### config.mk
export PLATFORM = sky130hd
export DESIGN_NAME = wb_arb_rr
export DESIGN_NICKNAME = d
export VERILOG_FILES = /design/src/rtl/wb_arb_rr.sv
export SDC_FILE = /design/constraint.sdc
export NUM_CORES = 1
export LEC_CHECK = 0
export BUFFER_PORTS_ARGS = -buffer_cell sky130_fd_sc_hd__buf_4
export CORE_AREA = 2 2 77 79
export CTS_BUF_LIST = sky130_fd_sc_hd__clkbuf_2 sky130_fd_sc_hd__clkbuf_4 sky130_fd_sc_hd__clkbuf_8
export CTS_CLUSTER_DIAMETER = 60
export DETAILED_ROUTE_END_ITERATION = 16
export DIE_AREA = 0 0 79 81
export GPL_TIMING_DRIVEN = 0
export PLACE_DENSITY = 0.8
export SYNTH_ARGS = -nofsm -noshare
export SYNTH_HDL_FRONTEND = slang
export SYNTH_SLANG_ARGS = --single-unit
### constraint.sdc
create_clock -name i_clk -period 1.5 [get_ports i_clk]
set_clock_uncertainty 0.05 [all_clocks]
set_input_delay 0 -clock i_clk [delete_from_list [all_inputs] [get_ports i_clk]]
set_output_delay 0 -clock i_clk [all_outputs]
set_load 0.02 [all_outputs]
### src/rtl/wb_arb_rr.sv
// Round-robin Wishbone arbiter: p_N masters share one slave port; a grant lasts a whole CYC-held cycle.
// Latency: request to slave STB is 1 cycle. Slave strobes, ACK and read data are combinational once granted.
// Backpressure: a cycle is held until the owner drops CYC; a stalled STB is ended with an ERR pulse after p_TO cycles.
//
// Ports:
//   i_clk, i_rst_n          clock, asynchronous active-low reset
//   iv_wbm_*                packed per-master Wishbone inputs (bit/field k = master k)
//   ov_wbm_dat              slave read data, broadcast to every master
//   ov_wbm_ack/ov_wbm_err   per-master ACK / ERR, only ever driven to the owner
//   ov_wbs_* / o_wbs_*      slave-side Wishbone outputs, muxed from the owner
//   iv_wbs_dat, i_wbs_ack   slave read data and ACK
//   ov_gnt                  registered one-hot owner (zero while idle)
module wb_arb_rr #(
  parameter int p_N  = 2,
  parameter int p_AW = 4,
  parameter int p_TO = 16
) (
  input  logic                 i_clk,
  input  logic                 i_rst_n,
  input  logic [p_N-1:0]       iv_wbm_cyc,
  input  logic [p_N-1:0]       iv_wbm_stb,
  input  logic [p_N-1:0]       iv_wbm_we,
  input  logic [p_N*p_AW-1:0]  iv_wbm_adr,
  input  logic [p_N*32-1:0]    iv_wbm_dat,
  input  logic [p_N*4-1:0]     iv_wbm_sel,
  output logic [31:0]          ov_wbm_dat,
  output logic [p_N-1:0]       ov_wbm_ack,
  output logic [p_N-1:0]       ov_wbm_err,
  output logic [p_AW-1:0]      ov_wbs_adr,
  output logic [31:0]          ov_wbs_dat,
  output logic                 o_wbs_we,
  output logic                 o_wbs_stb,
  output logic [3:0]           ov_wbs_sel,
  output logic                 o_wbs_cyc,
  input  logic [31:0]          iv_wbs_dat,
  input  logic                 i_wbs_ack,
  output logic [p_N-1:0]       ov_gnt
);

  localparam int IW = (p_N > 1) ? $clog2(p_N) : 1;
  localparam int WW = $clog2(p_TO);

  typedef enum logic [1:0] {
    ST_IDLE = 2'd0,
    ST_BUSY = 2'd1,
    ST_ERR  = 2'd2
  } state_t;

  state_t           state_q, state_d;
  logic [p_N-1:0]   gnt_q, gnt_d;
  logic [IW-1:0]    idx_q, idx_d;
  logic [IW-1:0]    last_q, last_d;
  logic [WW-1:0]    wd_q, wd_d;

  // Per-master views of the packed input buses.
  logic [p_AW-1:0]  adr_a [p_N];
  logic [31:0]      dat_a [p_N];
  logic [3:0]       sel_a [p_N];

  for (genvar k = 0; k < p_N; k++) begin : g_unpack
    assign adr_a[k] = iv_wbm_adr[k*p_AW +: p_AW];
    assign dat_a[k] = iv_wbm_dat[k*32 +: 32];
    assign sel_a[k] = iv_wbm_sel[k*4 +: 4];
  end

  logic own_cyc;
  logic own_stb;

  assign own_cyc = iv_wbm_cyc[idx_q];
  assign own_stb = iv_wbm_stb[idx_q];

  // Address/data/select always follow the current owner index; they are
  // only meaningful to the slave while CYC/STB are asserted.
  assign ov_wbs_adr = adr_a[idx_q];
  assign ov_wbs_dat = dat_a[idx_q];
  assign ov_wbs_sel = sel_a[idx_q];
  assign o_wbs_we   = iv_wbm_we[idx_q];
  assign ov_wbm_dat = iv_wbs_dat;
  assign ov_gnt     = gnt_q;

  // Round-robin pick: first requester after the last winner, with wrap.
  // The scan ends on last_q itself, so a lone re-requester still wins.
  logic          req_vld;
  logic [IW-1:0] req_sel;
  logic [IW-1:0] cand;

  always_comb begin
    req_vld = 1'b0;
    req_sel = last_q;
    cand    = '0;
    for (int i = 1; i <= p_N; i++) begin
      cand = IW'((int'(last_q) + i) % p_N);
      if (!req_vld && iv_wbm_cyc[cand]) begin
        req_vld = 1'b1;
        req_sel = cand;
      end
    end
  end

  always_comb begin
    state_d    = state_q;
    gnt_d      = gnt_q;
    idx_d      = idx_q;
    last_d     = last_q;
    wd_d       = wd_q;
    o_wbs_cyc  = 1'b0;
    o_wbs_stb  = 1'b0;
    ov_wbm_ack = '0;
    ov_wbm_err = '0;

    case (state_q)
      ST_IDLE: begin
        wd_d = '0;
        if (req_vld) begin
          state_d        = ST_BUSY;
          idx_d          = req_sel;
          last_d         = req_sel;
          gnt_d          = '0;
          gnt_d[req_sel] = 1'b1;
        end
      end

      ST_BUSY: begin
        o_wbs_cyc = own_cyc;
        o_wbs_stb = own_cyc & own_stb;
        // ACK is only meaningful against an active strobe.
        ov_wbm_ack[idx_q] = i_wbs_ack & own_cyc & own_stb;
        if (!own_cyc) begin
          // Always pass through IDLE before the next grant.
          state_d = ST_IDLE;
          gnt_d   = '0;
          wd_d    = '0;
        end else if (own_stb && !i_wbs_ack) begin
          if (wd_q == WW'(p_TO - 1)) begin
            state_d = ST_ERR;
            wd_d    = '0;
          end else begin
            wd_d = wd_q + WW'(1);
          end
        end else begin
          wd_d = '0;
        end
      end

      ST_ERR: begin
        // One-cycle error pulse; slave is released and any late ACK dropped.
        ov_wbm_err[idx_q] = 1'b1;
        state_d           = ST_IDLE;
        gnt_d             = '0;
        wd_d              = '0;
      end

      default: begin
        state_d = ST_IDLE;
        gnt_d   = '0;
        wd_d    = '0;
      end
    endcase
  end

  always_ff @(posedge i_clk or negedge i_rst_n) begin
    if (!i_rst_n) begin
      state_q <= ST_IDLE;
      gnt_q   <= '0;
      idx_q   <= '0;
      last_q  <= IW'(p_N - 1);
      wd_q    <= '0;
    end else begin
      state_q <= state_d;
      gnt_q   <= gnt_d;
      idx_q   <= idx_d;
      last_q  <= last_d;
      wd_q    <= wd_d;
    end
  end

endmodule
Yosys cells after proc, flatten, opt, wreduce, memory -nomap -nowiden. Index checks and enable logic that the tools add are counted.

Input bits: 121. Bits in registers: 10.

Multiplexer cells: 43. Add/sub/neg operators: 3. Bitwise gates (word level): 5. Reduce and logical (&&, ||, !) cells: 10. Magnitude comparators: 7. Equal/unequal tests: 7.

Operators with widths (number): $mux W32 (3); $mux W4 (10); $mux W1 (18); $mux W2 (8); $lt A1 B2 Y1 const B (4); $pmux W2 S2 (2); $ne A3 B3 Y1 const B (2); $add A4 B1 Y4 const B (1); $eq A4 B4 Y1 const B (1); $logic_and A1 B1 Y1 (4); $ne A2 B2 Y1 const B (2); $reduce_and A2 Y1 (2); $and A1 B1 Y1 (3); $reduce_and A3 Y1 (1); $add A1 B1 Y1 const B (2); $and A2 B2 Y2 (1); $demux W1 S1 (2); $eq A2 B1 Y1 const B (1); $eq A2 B2 Y1 const B (1); $ge A1 B1 Y1 const B (2); $ge A2 B2 Y1 const B (1); $logic_not A1 Y1 (2); $logic_not A2 Y1 (1); $not A1 Y2 (1).

Depth between registers and ports, before layout.
Depth after elaboration: 13. Depth in mapped cells: 4. Depth with buffers taken out: 4.

Least setup slack after synthesis. OpenSTA, ideal clock, no wires.

Path kind: register -> output. From: register state_q[1]. To: output ov_wbm_ack[0]. Slack: -0.097 ns. Arrival: 1.547 ns. Cell stages (with the launch flop): 4. Required time: 1.450 ns. Path through: dfrtp_1 or2b_1 nand2b_1 nor4b_1.

Longest elaborated chain between the ends: 2.

RTL lines: start, declared (line 49) `state_t state_q, state_d;`; start signal, assigned (line 169) `state_q <= state_d;`; $eq A2 B1 Y1 (line 111) `case (state_q)`; $mux W2 (line 111); end, declared (line 27) `output logic [p_N-1:0] ov_wbm_ack,`.

No other way between the ends.

Worst setup path after layout.
From: register state_q[0]. To: output ov_wbm_ack[0].

The elaborated chain is that of the path after synthesis.

==> summary.txt <==
Power
  • Clock share of power: 0.077
  • Combinational power share: 0.820
  • Final Total Pwr: 4.133 mW
  • Maximum VDD drop: 584.8 µV
  • P_leak: 1.579 nW
  • Pint: 2.451 mW
  • Power Density: 1374 nW/µm²
  • Switch Pwr: 1.682 mW
  • Sequential share of power: 0.103
  • Sw Ratio: 0.4070

Synthesis
  • Synthesized area: 1252 µm²
  • Synth Net Count: 252
  • Synth Instances: 130
  • Cell variety after synth: 27
  • Yosys reg bits: 10
  • EDFF count, synth: 0
  • YS warnings: 0
  • Syn_area_per_cell: 9.634 µm²
  • Synth Flop Type: dfrtp_1
  • Register area share after synthesis: 0.2008
  • Synth async-reset ratio: 1.000

Global route
  • First-pass GRT wire length: 8086 µm
  • Antenna violations before repair: 0
  • Grt ovf: 0
  • Pin count of the biggest net entering global routing: 11
  • Vias in the first global route: 1599
  • Tot GR Track Use: 0.1624

Timing
  • Pins Over Slew Limit: 0
  • Rel. slew slack: 0.7054
  • Period minus WS final: 1.527 ns
  • Least-Margin Pin Slew: 0.4403 ns
  • Final worst-path setup slack: -0.02687 ns
  • FMAX: 654.9 MHz
  • Final Setup Violations: 7
  • Setup repair after global routing missed its margin: true
  • Final Cycle Share: 1.018
  • Final Hold Vio Count: 0

Setup path
  • Critical path endpoint category: primary output
  • Reg-to-reg startpoint: idx_q
  • Worst setup SP type: flip-flop
  • Crit-path max cell delay: 0.37 ns
  • WS Path Type: reg2out
  • Crit-path max FO: 5
  • Slowest cell on the critical path: dfrtp_1
  • CP startpoint: state_q[0]
  • Critical Path RT: 1.45 ns
  • CP arrival: 1.48 ns
  • Crit-path cells: or2b_1, nand2b_4, nor4b_4, buf_4

Routing
  • First-pass DRT Iterations: 4
  • Vias: 1681
  • DRT antenna net count: 0
  • DR WL/cell: 16.58 µm
  • Initial DRC count: 30
  • Total length of routed wires: 6418 µm
  • Vias per std cell: 4.344
  • DR DRC count: 0

Placement
  • GPL Wtd Cong: 0.7545
  • Placed inst area: 2621 µm²
  • HPWL Detailed: 4957 µm
  • Buffers on Ports: 169
  • Pre-CTS setup slack: -0.06621 ns

Finish
  • Most frequent cells in the layout: 174 x buf_4, 33 x mux2_2, 32 x buf_6, 9 x mux2_4, 8 x dfrtp_1
  • Commonest non-fill, non-tap cell in the layout: buf_4
  • Area growth from synthesis to layout: 140.3%
  • Final core occ: 0.5302
  • Multi-input gate area in the final layout: 773.2 µm²
  • Seq. cell area: 252.7 µm²
  • Ant. Diodes: 0
  • Fillers: 523
  • Layout cells sized above 1: 0.8526
  • Nets: 435
  • Design area: 3009 µm²

Clock tree
  • Clk root buf: clkbuf_8
  • Total clock buffers created by CTS: 3
  • Clock-pin slew on the worst setup and hold paths: 0.05 ns
  • CTS sink cnt: 10
  • Clk buf depth: 2
  • CTS tree: built
  • CTS H-Tree Depth: 1
  • Worst skew pair latency: 0.24 ns

Min path
  • Min-delay src: iv_wbm_cyc[1]
  • Worst min path class: in2reg

Floorplan
  • Cell Rows: 28
  • Initial Utilization: 0.2207
  • Die width: 79 µm
  • Die Ht: 81 µm
  • Core Area: 5675 µm²
  • Ports: 202
  • Die area: 6399 µm²

Status
  • Outcome: finished, violations left
  • Violated checks: setup timing

Job
  • Max Cap Violations: 0
-- final timing paths --
| check | to | slack [ns] | depth (start not counted) |
|---|---|---|---|
| max in group asynchronous | last_q | 1.10 | 2 |
| worst min-delay path | state_q[0] | 0.02 | 3 |
| min in group asynchronous | wd_q[0] | 0.07 | 2 |
| worst min register to register | wd_q[0] | 0.45 | 1 |
| worst max register to register | state_q[1] | 0 | 3 |
| worst max-delay path | ov_wbm_ack[0] | -0.03 | 4 |
-- power groups by stage --
stage | registers, mW | logic [mW] | clock network [mW]
after floorplan | 0.431 | 1.55 | 0
after global placement | 0.420 | 2.62 | 0
after detailed placement | 0.421 | 2.62 | 0
after CTS | 0.412 | 2.94 | 0.325
after global routing | 0.435 | 3.55 | 0.339
final | 0.427 | 3.39 | 0.318
-- registers in the layout, summed over array words and instances, names as in the netlist --
signal	count
ov_gnt	2
wd_q	4
idx_q	1
state_q	2
last_q	1
-- worst max-delay path, delay by kind of cell, from the launching register on --
kind,cells,cell delay (ns)
flip-flops,1,0.37
buffers and inverters,1,0.18
AND/OR/NAND/NOR,3,0.69
-- cell type report --
cell class | count | share of cell area
buffer | 37 | 0.1081
clock buffer | 4 | 0.01622
inverter | 5 | 0.006237
multi-input combinational | 78 | 0.2570
sequential | 10 | 0.08399
tap | 75 | 0.03118
timing repair buffer | 178 | 0.4973
-- synth_stat cells, types with 2 or more instances --
| cell type | n | area share |
|---|---|---|
| dfrtp_1 | 9 | 0.18 |
| a31oi_1 | 2 | 0.010 |
| buf_2 | 5 | 0.020 |
| nor3_1 | 2 | 0.0080 |
| a22o_1 | 3 | 0.021 |
| o21ai_0 | 4 | 0.016 |
| a21oi_1 | 4 | 0.016 |
| nor2_1 | 5 | 0.015 |
| buf_4 | 32 | 0.19 |
| inv_1 | 5 | 0.015 |
| mux2_2 | 42 | 0.38 |
| nand2b_1 | 2 | 0.010 |
-- per-stage QoR --
| stage | std cells | hold WS, ns | setup TNS [ns] |
|---|---|---|---|
| floorplan | 130 | -0.3456 | 0 |
| detailed placement | 374 | -0.2165 | -1.274 |
| global route | 387 | 0.04349 | -0.9918 |
| finish | 387 | 0.02273 | -0.1054 |
| global placement | 374 | -0.2182 | -2.090 |
| CTS | 385 | 0.01237 | -0.8750 |
-- routing by layer --
metal  share of wire  track usage  wire length, µm  vias up
met5               0            0                0        -
met4           0.010      0.04483               65        0
met3           0.099      0.05111              636        6
met2            0.54       0.3042             3436       89
met1            0.36       0.1762             2280      795
li1                -            -                -      791
-- kinds of logic after synthesis --
family | share of synthesized area
adder cells (fa/ha/maj) | 0.009988
XOR/XNOR | 0.006994
multiplexers | 0.3856
AND/OR/NAND/NOR | 0.1069
flip-flops | 0.2008
buffers and inverters | 0.2268
AO/OA/AOI/OAI | 0.06294
-- repair_timing --
item | 4_1_cts | 5_1_grt
endpoints found under the setup margin | 45 | 45
buffers inserted | 5 | 0
pin swaps | 1 | 0
resized for setup | 25 | 37
endpoints found under the hold margin | 12 | 0
hold buffers | 2 | 0
gates cloned | 0 | 2
Note: power is estimated with default switching activity, not from simulation.
